`src/rtl/mem_arbiter_n.sv`:
```
// N-port cacheline arbiter: picks one requesting cache (round-robin or fixed
// priority), forwards its read/write to a single downstream adapter, returns the completion.
module mem_arbiter_n #(
    parameter int NUM_PORTS  = 2,
    parameter int LINE_WIDTH = 256,
    parameter int ADDR_WIDTH = 32,
    parameter int RR_MODE    = 1,
    localparam int GW        = (NUM_PORTS > 1) ? $clog2(NUM_PORTS) : 1
) (
    input  logic                             clk,
    input  logic                             rst,
    input  logic [NUM_PORTS-1:0]             req_read,
    input  logic [NUM_PORTS-1:0]             req_write,
    input  logic [NUM_PORTS*ADDR_WIDTH-1:0]  req_addr,
    input  logic [NUM_PORTS*LINE_WIDTH-1:0]  req_wdata,
    output logic [NUM_PORTS-1:0]             req_resp,
    output logic [LINE_WIDTH-1:0]            req_rdata,
    output logic                             mem_read,
    output logic                             mem_write,
    output logic [ADDR_WIDTH-1:0]            mem_addr,
    output logic [LINE_WIDTH-1:0]            mem_wdata,
    input  logic [LINE_WIDTH-1:0]            mem_rdata,
    input  logic                             mem_resp,
    output logic                             busy,
    output logic [GW-1:0]                    grant_id
);

    typedef enum logic [1:0] {IDLE, BUSY, RESP} state_t;

    state_t                                  state;
    logic [GW-1:0]                           rr_ptr;
    logic [NUM_PORTS-1:0]                    requesting;
    logic [NUM_PORTS-1:0][ADDR_WIDTH-1:0]    addr_v;
    logic [NUM_PORTS-1:0][LINE_WIDTH-1:0]    wdata_v;
    logic [GW-1:0]                           idx;
    logic [GW-1:0]                           winner;
    logic [GW-1:0]                           next_ptr;
    logic                                    any_req;

    assign requesting = req_read | req_write;
    assign addr_v     = req_addr;
    assign wdata_v    = req_wdata;

    // Scan order starts at rr_ptr in round-robin mode, at port 0 otherwise;
    // the first requester found wins.
    always_comb begin
        idx     = '0;
        winner  = '0;
        any_req = 1'b0;
        for (int i = 0; i < NUM_PORTS; i++) begin
            idx = GW'((RR_MODE != 0) ? ((int'(rr_ptr) + i) % NUM_PORTS) : i);
            if (!any_req && requesting[idx]) begin
                any_req = 1'b1;
                winner  = idx;
            end
        end
    end

    assign next_ptr = (int'(winner) == NUM_PORTS - 1) ? '0 : winner + 1'b1;

    // mem_write doubles as the latched op while BUSY.
    always_ff @(posedge clk) begin
        if (rst) begin
            state     <= IDLE;
            rr_ptr    <= '0;
            grant_id  <= '0;
            busy      <= 1'b0;
            req_resp  <= '0;
            req_rdata <= '0;
            mem_read  <= 1'b0;
            mem_write <= 1'b0;
            mem_addr  <= '0;
            mem_wdata <= '0;
        end else begin
            req_resp <= '0;
            case (state)
                IDLE: begin
                    if (any_req) begin
                        grant_id  <= winner;
                        rr_ptr    <= next_ptr;
                        mem_write <= req_write[winner];
                        mem_read  <= ~req_write[winner];
                        mem_addr  <= addr_v[winner];
                        mem_wdata <= wdata_v[winner];
                        busy      <= 1'b1;
                        state     <= BUSY;
                    end
                end
                BUSY: begin
                    if (mem_resp) begin
                        if (!mem_write)
                            req_rdata <= mem_rdata;
                        mem_read  <= 1'b0;
                        mem_write <= 1'b0;
                        req_resp  <= NUM_PORTS'(1) << grant_id;
                        state     <= RESP;
                    end
                end
                RESP: begin
                    busy  <= 1'b0;
                    state <= IDLE;
                end
                default: begin
                    busy  <= 1'b0;
                    state <= IDLE;
                end
            endcase
        end
    end

endmodule

```
`config.mk`:
```
export PLATFORM = sky130hd
export DESIGN_NAME = mem_arbiter_n
export DESIGN_NICKNAME = d
export VERILOG_FILES = /design/src/rtl/mem_arbiter_n.sv
export SDC_FILE = /design/constraint.sdc
export NUM_CORES = 1
export LEC_CHECK = 0
export CORE_AREA = 8 8 530 532
export DETAILED_ROUTE_END_ITERATION = 16
export DIE_AREA = 0 0 538 540
export HOLD_SLACK_MARGIN = 0.03
export PLACE_DENSITY = 0.4
export RECOVER_POWER = 50
export SLEW_MARGIN = 20
export SYNTH_ARGS = -nofsm -noshare
export SYNTH_HDL_FRONTEND = slang
export SYNTH_SLANG_ARGS = --single-unit
```
`constraint.sdc`:
```
create_clock -name clk -period 4.2 [get_ports clk]
set_clock_uncertainty 0.05 [all_clocks]
set_input_delay 0.84 -clock clk [delete_from_list [all_inputs] [get_ports clk]]
set_output_delay 0.84 -clock clk [all_outputs]
set_load 0.02 [all_outputs]
```
==> results.sh, run 1 <==
export IMPL_clk_pin_slew_ps=60
export IMPL_clock_fmax_ghz=0.282
export IMPL_coreArea_um2=272000
export IMPL_relSlewSlack_pct=-55.1
export IMPL_post_cts_buffers=0
export IMPL_yosysTopAreaCell="dfxtp_1"
export IMPL_maxCapViolations=4
export IMPL_grt_first_pass_wirelength_um=272000
export IMPL_initial_utilization_pct=8.99
export IMPL_ctsHoldBuffers=0
export IMPL_syn2layout_area_growth_pct=84.2
export IMPL_grt_pass1_vias=29037
export IMPL_nNetsFinal=4906
export IMPL_synth_cell_types=33
export IMPL_drv_slew=246
export IMPL_clk_latency_ps=760
export IMPL_ys_seq_elements=553
export IMPL_cp_start_kind="input pin"
export IMPL_grt_overflow=0
export IMPL_cts_max_path_buffers=4
export IMPL_holdPathEnd="req_rdata[185]$_SDFFE_PP0P_"
export IMPL_max_stage_delay_ps=1550
export IMPL_synth_area_top_cells="dfxtp_1 45%, a311oi_2 17%, a21oi_1 11%, nand2_1 7.9%, nand3_1 6.0%"
export IMPL_drt_wl_total_um=207000
export IMPL_rows=192
export IMPL_worstPathArrival_ps=4130
export IMPL_setup_violations=0
export IMPL_syn_avg_cell_area_um2=8.60
export IMPL_fp_dieW_um=538
export IMPL_timing_rr_end="mem_addr[29]$_SDFFE_PP0P_"
export IMPL_crit_buf_inv=2
export IMPL_worstReg2RegStart="state[1]$_SDFFE_PP0P_"
export IMPL_yosys_warnings=0
export IMPL_cpMaxStageDelayCell="clkbuf_4"
export IMPL_track_usage_pct=13.4
export IMPL_hold_depth=2
export IMPL_violations="max-capacitance violations, max-slew violations"
export IMPL_port_buffers=1388
export IMPL_crit_path_end_kind="flip-flop"
export IMPL_r2r_setup_slack_ps=890
export IMPL_synthesis_area_um2=24500
export IMPL_avgViaCountPerCell=3.71
export IMPL_tritoncts="done"
export IMPL_timing_critical_path_required_ps=4790
export IMPL_rr_worst_depth=4
export IMPL_ir_drop_uv=302
export IMPL_final_cells=7757
export IMPL_synth_flop_cell="dfxtp_1"
export IMPL_die_y_um=540
export IMPL_outcome="finished, violations left"
export IMPL_hp_class="reg -> reg"
export IMPL_layout_min_cycle_time_ps=3540
export IMPL_tns_ps=0
export IMPL_fin_area_um2=45100
export IMPL_ant_nets=0
export IMPL_synth_common_cells="553 x dfxtp_1, 547 x a21oi_1, 513 x nand2_1"
export IMPL_grt_max_degree=156
export IMPL_cp_max_fo=155
export IMPL_worst_setup_path_type="in -> reg"
export IMPL_dieArea_um2=291000
export IMPL_tightest_slew_ps=2330
export IMPL_rsz0062_at_grt="false"
export IMPL_hp_start="req_rdata[185]$_SDFFE_PP0P_"
export IMPL_ys_seq_area_share_pct=45.2
export IMPL_synth_top_area_share_pct=45.2
export IMPL_cts_buffers=82
export IMPL_dp_cells=7572
export IMPL_syn_inst=2848
export IMPL_drc=0
export IMPL_clkSinkCount=553
export IMPL_syn_num_nets=3687
export IMPL_synthArstFlopShare_pct=0
export IMPL_firstDrtPassIters=5
export IMPL_cts_resized=0
export IMPL_clockRootBuffer="clkbuf_16"
export IMPL_wire_per_inst_um=26.7
export IMPL_cts_max_level=3
export IMPL_post_route_cells_drive_above_1_share_pct=10.8
export IMPL_path_delay_family="buffers and inverters"
export IMPL_finalCritPeriodShare_pct=84.4
export IMPL_startpoint="req_read[0]"
export IMPL_yosysMostFrequentCell="dfxtp_1"
export IMPL_hold_viol_final=0
export IMPL_place_congestion=0.928
export IMPL_worstPathCellList="clkdlybuf4s50_1, or4_4, clkbuf_4, a21oi_1, a311oi_2"
export IMPL_vias=28740
export IMPL_p_per_area_nw_per_um2=411
export IMPL_dpl_cell_area_um2=42600
export IMPL_p_leak_nw=14.4
export IMPL_io_pins=1389
export IMPL_synth_edf_count=0
export IMPL_drt_iter0_drc=1582
export IMPL_dp_slack_ps=682
export IMPL_antenna_found_initial=142
export IMPL_hpwl_um=168000
export IMPL_layout_setup_ws_ps=657
-- worst max-delay path by stage --
stage	to	cells past startpoint
after global routing	mem_wdata[22]$_SDFFE_PP0P_	5
after global placement	mem_wdata[213]$_SDFFE_PP0P_	5
after CTS	mem_wdata[6]	1
after floorplan	mem_wdata[188]$_SDFFE_PP0P_	6
after detailed placement	mem_addr[6]$_SDFFE_PP0P_	5
final	mem_wdata[22]$_SDFFE_PP0P_	5
-- layer usage --
layer  vias to the layer above  wire (um)  GRT usage (%)
met1                     13937      77600           14.5
met4                       124       7030           3.79
met5                         -        814              0
li1                      12878          -              -
met3                       398      22400           6.29
met2                      1403      99200           23.3
-- cell families after synthesis --
group | Yosys count | share of synthesized area, %
buffers and inverters | 344 | 5.96
AND/OR/NAND/NOR | 819 | 14.2
flip-flops | 553 | 45.2
AO/OA/AOI/OAI | 1132 | 34.7
-- final cells by class --
class / count / area [um^2]
fillers: 30684 / 227000
repair buffers: 1478 / 15000
multi-input cells: 1951 / 11600
flip-flops and latches: 553 / 11100
well taps: 3589 / 4490
clock buffers: 118 / 2500
clock inverters: 27 / 344
diodes: 40 / 100
inverters: 1 / 3.75
-- worst reg2reg max path: cells and delay by family (launching register included) --
family                 cells  cell delay (ps)
flip-flops                 1              370
AND/OR/NAND/NOR            2             1950
buffers and inverters      1              420
AO/OA/AOI/OAI              1              330
-- power breakdown --
group / internal (mW) / switching (mW) / total [mW]
Clock: 4.50 / 2.88 / 7.38
Combinational: 2.23 / 2.87 / 5.10
Sequential: 5.74 / 0.352 / 6.10
Total: 12.5 / 6.09 / 18.6
-- state kept, by name (all words and copies together) (netlist names) --
signal and cells:
mem_wdata 256, req_rdata 256, mem_addr 32, req_resp 2, state 2, busy 1
grant_id 1, mem_read 1, mem_write 1, rr_ptr 1
-- metrics by stage --
stage	power [mW]	hold slack, ps	util (%)
detailed placement	11.5	396	15.6
floorplan	8.48	467	-
global placement	11.5	391	15.6
global route	19.5	419	16.6
finish	18.6	401	16.6
CTS	19.1	404	16.7
-- cells in the final DEF (no fill, tap or decap), types with 2 or more instances in the layout --
cell	netlist	final
dfxtp_1	553	553
clkbuf_1	278	11
o21ai_1	4	4
nand3_1	292	292
buf_12	0	35
clkinv_4	0	3
a21oi_1	547	547
bufinv_16	0	6
a311oi_2	274	214
clkbuf_16	0	83
inv_6	0	3
and2_1	1	2
nor2_4	0	2
clkdlybuf4s50_1	0	1364
o21ai_0	284	284
clkinv_2	0	13
dlygate4sd3_1	0	23
diode_2	0	40
clkbuf_8	0	29
nand2_1	513	513
o22ai_1	2	2
buf_4	14	49
a311oi_1	14	74
nor2_1	4	2
No activity file was read; power rests on OpenSTA's default activity.
==> run 2, diff against run 1 <==
--- a/config.mk
+++ b/config.mk
@@ -5,9 +5,9 @@
 export SDC_FILE = /design/constraint.sdc
 export NUM_CORES = 1
 export LEC_CHECK = 0
-export CORE_AREA = 8 8 530 532
+export CORE_AREA = 8 8 532 534
 export DETAILED_ROUTE_END_ITERATION = 16
-export DIE_AREA = 0 0 538 540
+export DIE_AREA = 0 0 540 542
 export HOLD_SLACK_MARGIN = 0.03
 export PLACE_DENSITY = 0.4
 export RECOVER_POWER = 50
==> constraint.sdc (replaced) <==
create_clock -name clk -period 3 [get_ports clk]
set_clock_uncertainty 0.05 [all_clocks]
set_input_delay 0.6 -clock clk [delete_from_list [all_inputs] [get_ports clk]]
set_output_delay 0.6 -clock clk [all_outputs]
set_load 0.02 [all_outputs]
==> run 2 against run 1 <==
  * The run now ends clean
  * Routed wire length up 5.8%
  * Combinational power up 47%
  * Total power up 38%
  * Clock power up 30%
  * Global-route usage up 0.74 points
  * Via count up 1.2%
  * Utilization up 0.15 points
  * First-iteration DRC count up 21%
  * Critical path type unchanged
  * Critical endpoint is now mem_wdata[163]$_SDFFE_PP0P_
  * Largest power group unchanged
==> results.sh, run 2 (synthesized netlist as in run 1, its figures left out) <==
export IMPL_outcome="finished clean"
export IMPL_timing_rr_end="req_rdata[157]$_SDFFE_PP0P_"
export IMPL_mostFrequentLayoutCell="clkdlybuf4s50_1"
export IMPL_pwr_share_seq_pct=33.3
export IMPL_hp_class="in -> reg"
export IMPL_port_buffers=1388
export IMPL_clock_fmax_ghz=0.368
export IMPL_clk_latency_ps=680
export IMPL_avgViaCountPerCell=3.69
export IMPL_cp_max_fo=71
export IMPL_combPwrFrac_pct=29.3
export IMPL_internal_power_mw=16.9
export IMPL_maxCapViolations=0
export IMPL_relSlewSlack_pct=30.1
export IMPL_clkPwrFrac_pct=37.4
export IMPL_final_util_pct=16.7
export IMPL_drt_iter0_drc=1911
export IMPL_dp_cells=7713
export IMPL_initial_utilization_pct=8.92
export IMPL_p_sw_share_pct=33.9
export IMPL_holdPathEnd="mem_wdata[252]$_SDFFE_PP0P_"
export IMPL_hp_start="rst"
export IMPL_cp_start_kind="input pin"
export IMPL_grt_pass1_vias=29497
export IMPL_vias=29071
export IMPL_final_cells=7886
export IMPL_grt_max_degree=133
export IMPL_rr_worst_depth=5
export IMPL_p_leak_nw=14.8
export IMPL_startpoint="req_write[1]"
export IMPL_fp_dieW_um=540
export IMPL_cts_buffers=77
export IMPL_clockRootBuffer="clkbuf_16"
export IMPL_hold_depth=2
export IMPL_drc=0
export IMPL_cts_resized=0
export IMPL_p_per_area_nw_per_um2=558
export IMPL_dieArea_um2=293000
export IMPL_drv_slew=0
export IMPL_firstDrtPassIters=5
export IMPL_timing_critical_path_required_ps=3530
export IMPL_ant_nets=0
export IMPL_grt_overflow=0
export IMPL_post_route_cells_drive_above_1_share_pct=12.4
export IMPL_finalCritPeriodShare_pct=90.6
export IMPL_syn2layout_area_growth_pct=87.5
export IMPL_worstReg2RegStart="state[0]$_SDFFE_PP0P_"
export IMPL_post_cts_buffers=0
export IMPL_setup_violations=0
export IMPL_layout_min_cycle_time_ps=2720
export IMPL_ir_drop_uv=403
export IMPL_power_switching_mw=8.68
export IMPL_place_congestion=0.896
export IMPL_io_pins=1389
export IMPL_rsz0062_at_grt="false"
export IMPL_nNetsFinal=5024
export IMPL_die_y_um=542
export IMPL_coreArea_um2=275000
export IMPL_cts_max_level=3
export IMPL_wire_per_inst_um=27.8
export IMPL_worstPathArrival_ps=3250
export IMPL_r2r_setup_slack_ps=420
export IMPL_clk_pin_slew_ps=60
export IMPL_drt_wl_total_um=219000
export IMPL_crit_path_end_kind="flip-flop"
export IMPL_rows=193
export IMPL_ctsHoldBuffers=0
export IMPL_tightest_slew_ps=1050
export IMPL_layout_common_cells="1352 x clkdlybuf4s50_1, 553 x dfxtp_1, 547 x a21oi_1"
export IMPL_fin_area_um2=46000
export IMPL_tritoncts="done"
export IMPL_reg_top3="mem_wdata x256, req_rdata x256, mem_addr x32"
export IMPL_clkSinkCount=553
export IMPL_cts_max_path_buffers=3
export IMPL_grt_first_pass_wirelength_um=285000
export IMPL_dpl_cell_area_um2=43900
export IMPL_worst_setup_path_type="in -> reg"
export IMPL_hold_viol_final=0
export IMPL_track_usage_pct=14.1
export IMPL_hpwl_um=183000
export IMPL_antenna_found_initial=165
run 2: changes by cell type in the layout (fill, tap and decap cells not counted), moves of 7 or more:
cell / change
a311oi_1: +16
a311oi_2: -16
buf_12: +25
buf_4: +84
clkbuf_1: +27
clkbuf_8: -15
clkdlybuf4s50_1: -12
clkinv_2: -7
run 2: worst max-delay path by stage:
stage,endpoint,slack [ps],depth (start not counted)
4_1_cts,req_rdata[76],210,1
6_report,mem_wdata[163]$_SDFFE_PP0P_,280,7
2_1_floorplan,mem_wdata[188]$_SDFFE_PP0P_,950,6
5_1_grt,mem_wdata[245]$_SDFFE_PP0P_,180,5
3_5_place_dp,mem_wdata[250]$_SDFFE_PP0P_,-150,8
3_3_place_gp,mem_wdata[250]$_SDFFE_PP0P_,-210,8
run 2: stage by stage:
step / power, mW / setup TNS (ps) / hold WS [ps] / worst slack [ps]
4_1_cts: 26.4 / 0 / 234 / 215
2_1_floorplan: 11.9 / 0 / 467 / 953
3_3_place_gp: 16.5 / -3740 / 393 / -209
5_1_grt: 26.8 / 0 / 267 / 178
6_report: 25.6 / 0 / 309 / 282
3_5_place_dp: 16.5 / -2180 / 397 / -150
run 2: layer usage:
metal | wire [um] | up-vias | global-route usage (%) | part of all wire [%]
met2 | 105000 | 1416 | 24.2 | 48
met1 | 82000 | 14036 | 15.2 | 37
met5 | 871 | - | 0 | 0.40
li1 | - | 13097 | - | -
met3 | 25000 | 386 | 7.35 | 11
met4 | 6510 | 136 | 4.01 | 3.0
run 2: worst max-delay path, cell delays in order:
cell and delay, ps:
dlygate4sd3_1 610, clkdlybuf4s25_1 330, or4_1 140, buf_4 440, buf_6 540, a21oi_1 170, a311oi_2 280
run 2: power groups by stage:
| stage | Combinational (mW) | Clock, mW | Sequential, mW |
|---|---|---|---|
| 3_5_place_dp | 7.85 | 0 | 8.67 |
| 5_1_grt | 7.97 | 10.2 | 8.60 |
| 2_1_floorplan | 2.52 | 0 | 9.35 |
| 3_3_place_gp | 7.83 | 0 | 8.68 |
| 4_1_cts | 7.87 | 10.0 | 8.53 |
| 6_report | 7.50 | 9.59 | 8.53 |
run 2: area by class of cell:
type	instances	area [um^2]
fillers	30951	229000
diodes	41	103
multi-input cells	1951	11500
flip-flops and latches	553	11100
clock inverters	24	403
repair buffers	1601	16100
clock buffers	108	2180
well taps	3607	4510
inverters	1	3.75
==> run 3, diff against run 2 <==
--- a/config.mk
+++ b/config.mk
@@ -5,9 +5,10 @@
 export SDC_FILE = /design/constraint.sdc
 export NUM_CORES = 1
 export LEC_CHECK = 0
-export CORE_AREA = 8 8 532 534
+export CORE_AREA = 8 8 540 542
+export CTS_BUF_LIST = sky130_fd_sc_hd__clkbuf_4
 export DETAILED_ROUTE_END_ITERATION = 16
-export DIE_AREA = 0 0 540 542
+export DIE_AREA = 0 0 548 550
 export HOLD_SLACK_MARGIN = 0.03
 export PLACE_DENSITY = 0.4
 export RECOVER_POWER = 50
==> run 3 against run 2 <==
  * The flow now finishes with violations (negative setup slack)
  * Sequential cell count stayed put
  * Cell area rose by 18%
  * Routed wire length up 0.25%
  * Sequential share of layout area shrank 3.7 points
  * Largest power group is now combinational cells
==> results.sh, run 3 (synthesized netlist as in run 1, its figures left out) <==
export IMPL_wire_per_inst_um=24.3
export IMPL_hold_viol_final=0
export IMPL_grt_max_degree=90
export IMPL_cp_max_fo=68
export IMPL_ant_nets=0
export IMPL_worst_setup_path_type="in -> reg"
export IMPL_crit_path_end_kind="flip-flop"
export IMPL_combPwrFrac_pct=33.9
export IMPL_cp_start_kind="input pin"
export IMPL_drt_wl_total_um=220000
export IMPL_rsz0062_at_grt="true"
export IMPL_timing_critical_path_required_ps=3920
export IMPL_fp_dieW_um=548
export IMPL_power_switching_mw=8.93
export IMPL_clock_fmax_ghz=0.327
export IMPL_rr_worst_depth=6
export IMPL_clk_latency_ps=1200
export IMPL_p_per_area_nw_per_um2=465
export IMPL_reg_top3="mem_wdata x256, req_rdata x256, mem_addr x32"
export IMPL_internal_power_mw=16.3
export IMPL_dp_cells=7854
export IMPL_initial_utilization_pct=8.65
export IMPL_final_cells=9057
export IMPL_rows=196
export IMPL_avgViaCountPerCell=3.65
export IMPL_worstPathArrival_ps=3980
export IMPL_hpwl_um=176000
export IMPL_io_pins=1389
export IMPL_clkPwrFrac_pct=32.3
export IMPL_outcome="finished, violations left"
export IMPL_grt_first_pass_wirelength_um=295000
export IMPL_tns_ps=-567
export IMPL_violations="negative setup slack"
export IMPL_layout_min_cycle_time_ps=3060
export IMPL_layout_common_cells="904 x clkdlybuf4s50_1, 866 x dlygate4sd3_1, 552 x dfxtp_1"
export IMPL_post_cts_buffers=0
export IMPL_worst_hold_slack_ps=233
export IMPL_antenna_found_initial=134
export IMPL_clk_pin_slew_ps=60
export IMPL_drc=0
export IMPL_post_route_cells_drive_above_1_share_pct=14.4
export IMPL_cts_max_path_buffers=4
export IMPL_dieArea_um2=301000
export IMPL_hp_class="in -> reg"
export IMPL_cts_max_level=4
export IMPL_die_y_um=550
export IMPL_cts_buffers=181
export IMPL_nNetsFinal=5980
export IMPL_coreArea_um2=283000
export IMPL_clkSinkCount=553
export IMPL_grt_pass1_vias=34632
export IMPL_syn2layout_area_growth_pct=121
export IMPL_relSlewSlack_pct=24.7
export IMPL_vias=33078
export IMPL_pwr_share_seq_pct=33.8
export IMPL_firstDrtPassIters=5
export IMPL_track_usage_pct=13.8
export IMPL_port_buffers=1388
export IMPL_p_sw_share_pct=35.4
export IMPL_final_util_pct=19.1
export IMPL_clockRootBuffer="clkbuf_4"
export IMPL_fill_cells=31711
export IMPL_p_leak_nw=20.7
export IMPL_place_congestion=0.868
export IMPL_tritoncts="done"
export IMPL_finalCritPeriodShare_pct=102
export IMPL_grt_overflow=0
export IMPL_mostFrequentLayoutCell="clkdlybuf4s50_1"
export IMPL_dp_slack_ps=-229
export IMPL_drv_slew=0
export IMPL_tightest_slew_ps=1130
export IMPL_drt_iter0_drc=2045
export IMPL_maxCapViolations=0
export IMPL_setup_violations=25
export IMPL_layout_setup_ws_ps=-61.4
export IMPL_ir_drop_uv=272
export IMPL_hold_depth=3
[run 3: cell types whose count changed in the layout (fill, tap and decap cells not counted), sizes merged, moves of 3 or more]
cell | before | now
clkinv | 13 | 40
buf | 195 | 172
clkbuf | 137 | 283
inv | 5 | 2
dlygate4sd3 | 24 | 866
clkdlybuf4s50 | 1352 | 904
clkdlybuf4s15 | 0 | 27
dlygate4sd2 | 0 | 449
[run 3: stage by stage]
| step | instance area [um^2] | total power [mW] |
|---|---|---|
| 6_report | 54200 | 25.2 |
| 5_1_grt | 54100 | 26.7 |
| 4_1_cts | 54200 | 25.9 |
| 3_5_place_dp | 43900 | 16.4 |
| 3_3_place_gp | 43900 | 16.4 |
| 2_1_floorplan | 24500 | 11.9 |
[run 3: power by group through the flow]
stage	Sequential, mW	Clock [mW]	Combinational (mW)
after detailed placement	8.67	0	7.71
after global placement	8.67	0	7.70
final	8.52	8.15	8.55
after global routing	8.58	9.00	9.10
after floorplan	9.35	0	2.52
after CTS	8.50	8.68	8.72
[run 3: per-layer routing]
layer / GRT usage, % / routed length (um) / share of wire [%] / vias up
met5: 0 / 707 / 0.32 / -
met4: 4.18 / 7170 / 3.3 / 110
met3: 6.00 / 22600 / 10 / 443
met2: 24.0 / 106000 / 48 / 1596
met1: 15.2 / 82700 / 38 / 15827
li1: - / - / - / 15102
[run 3: cell type report]
type,instances,area (um^2),share of cell area (%)
repair buffers,2453,24100,44.4
multi-input cells,1951,12000,22.2
flip-flops and latches,553,11100,20.4
well taps,3762,4710,8.69
clock buffers,248,1860,3.44
clock inverters,47,343,0.633
diodes,42,105,0.194
inverters,1,3.75,0.00693
[run 3: critical path, stage by stage]
cell and delay (ps):
dlygate4sd3_1 660, clkdlybuf4s50_1 680, or4_4 220, and2_4 460, buf_12 440, a311oi_2 180
dlygate4sd3_1 600
[run 3: what timing repair did]
item	in CTS	in global routing
gates resized for setup	526	1
hold buffers	866	0
pin swaps	0	0
setup endpoints to repair	476	9
hold endpoints to repair	553	0
[run 3: path summary, 6_finish.rpt]
path,endpoint,slack (ps),startpoint
setup / recovery,mem_wdata[224]$_SDFFE_PP0P_,-60,req_read[0]
hold / removal,mem_wdata[251]$_SDFFE_PP0P_,230,req_wdata[251]
setup reg to reg,req_rdata[53]$_SDFFE_PP0P_,220,state[0]$_SDFFE_PP0P_
hold reg to reg,req_rdata[234]$_SDFFE_PP0P_,400,req_rdata[234]$_SDFFE_PP0P_
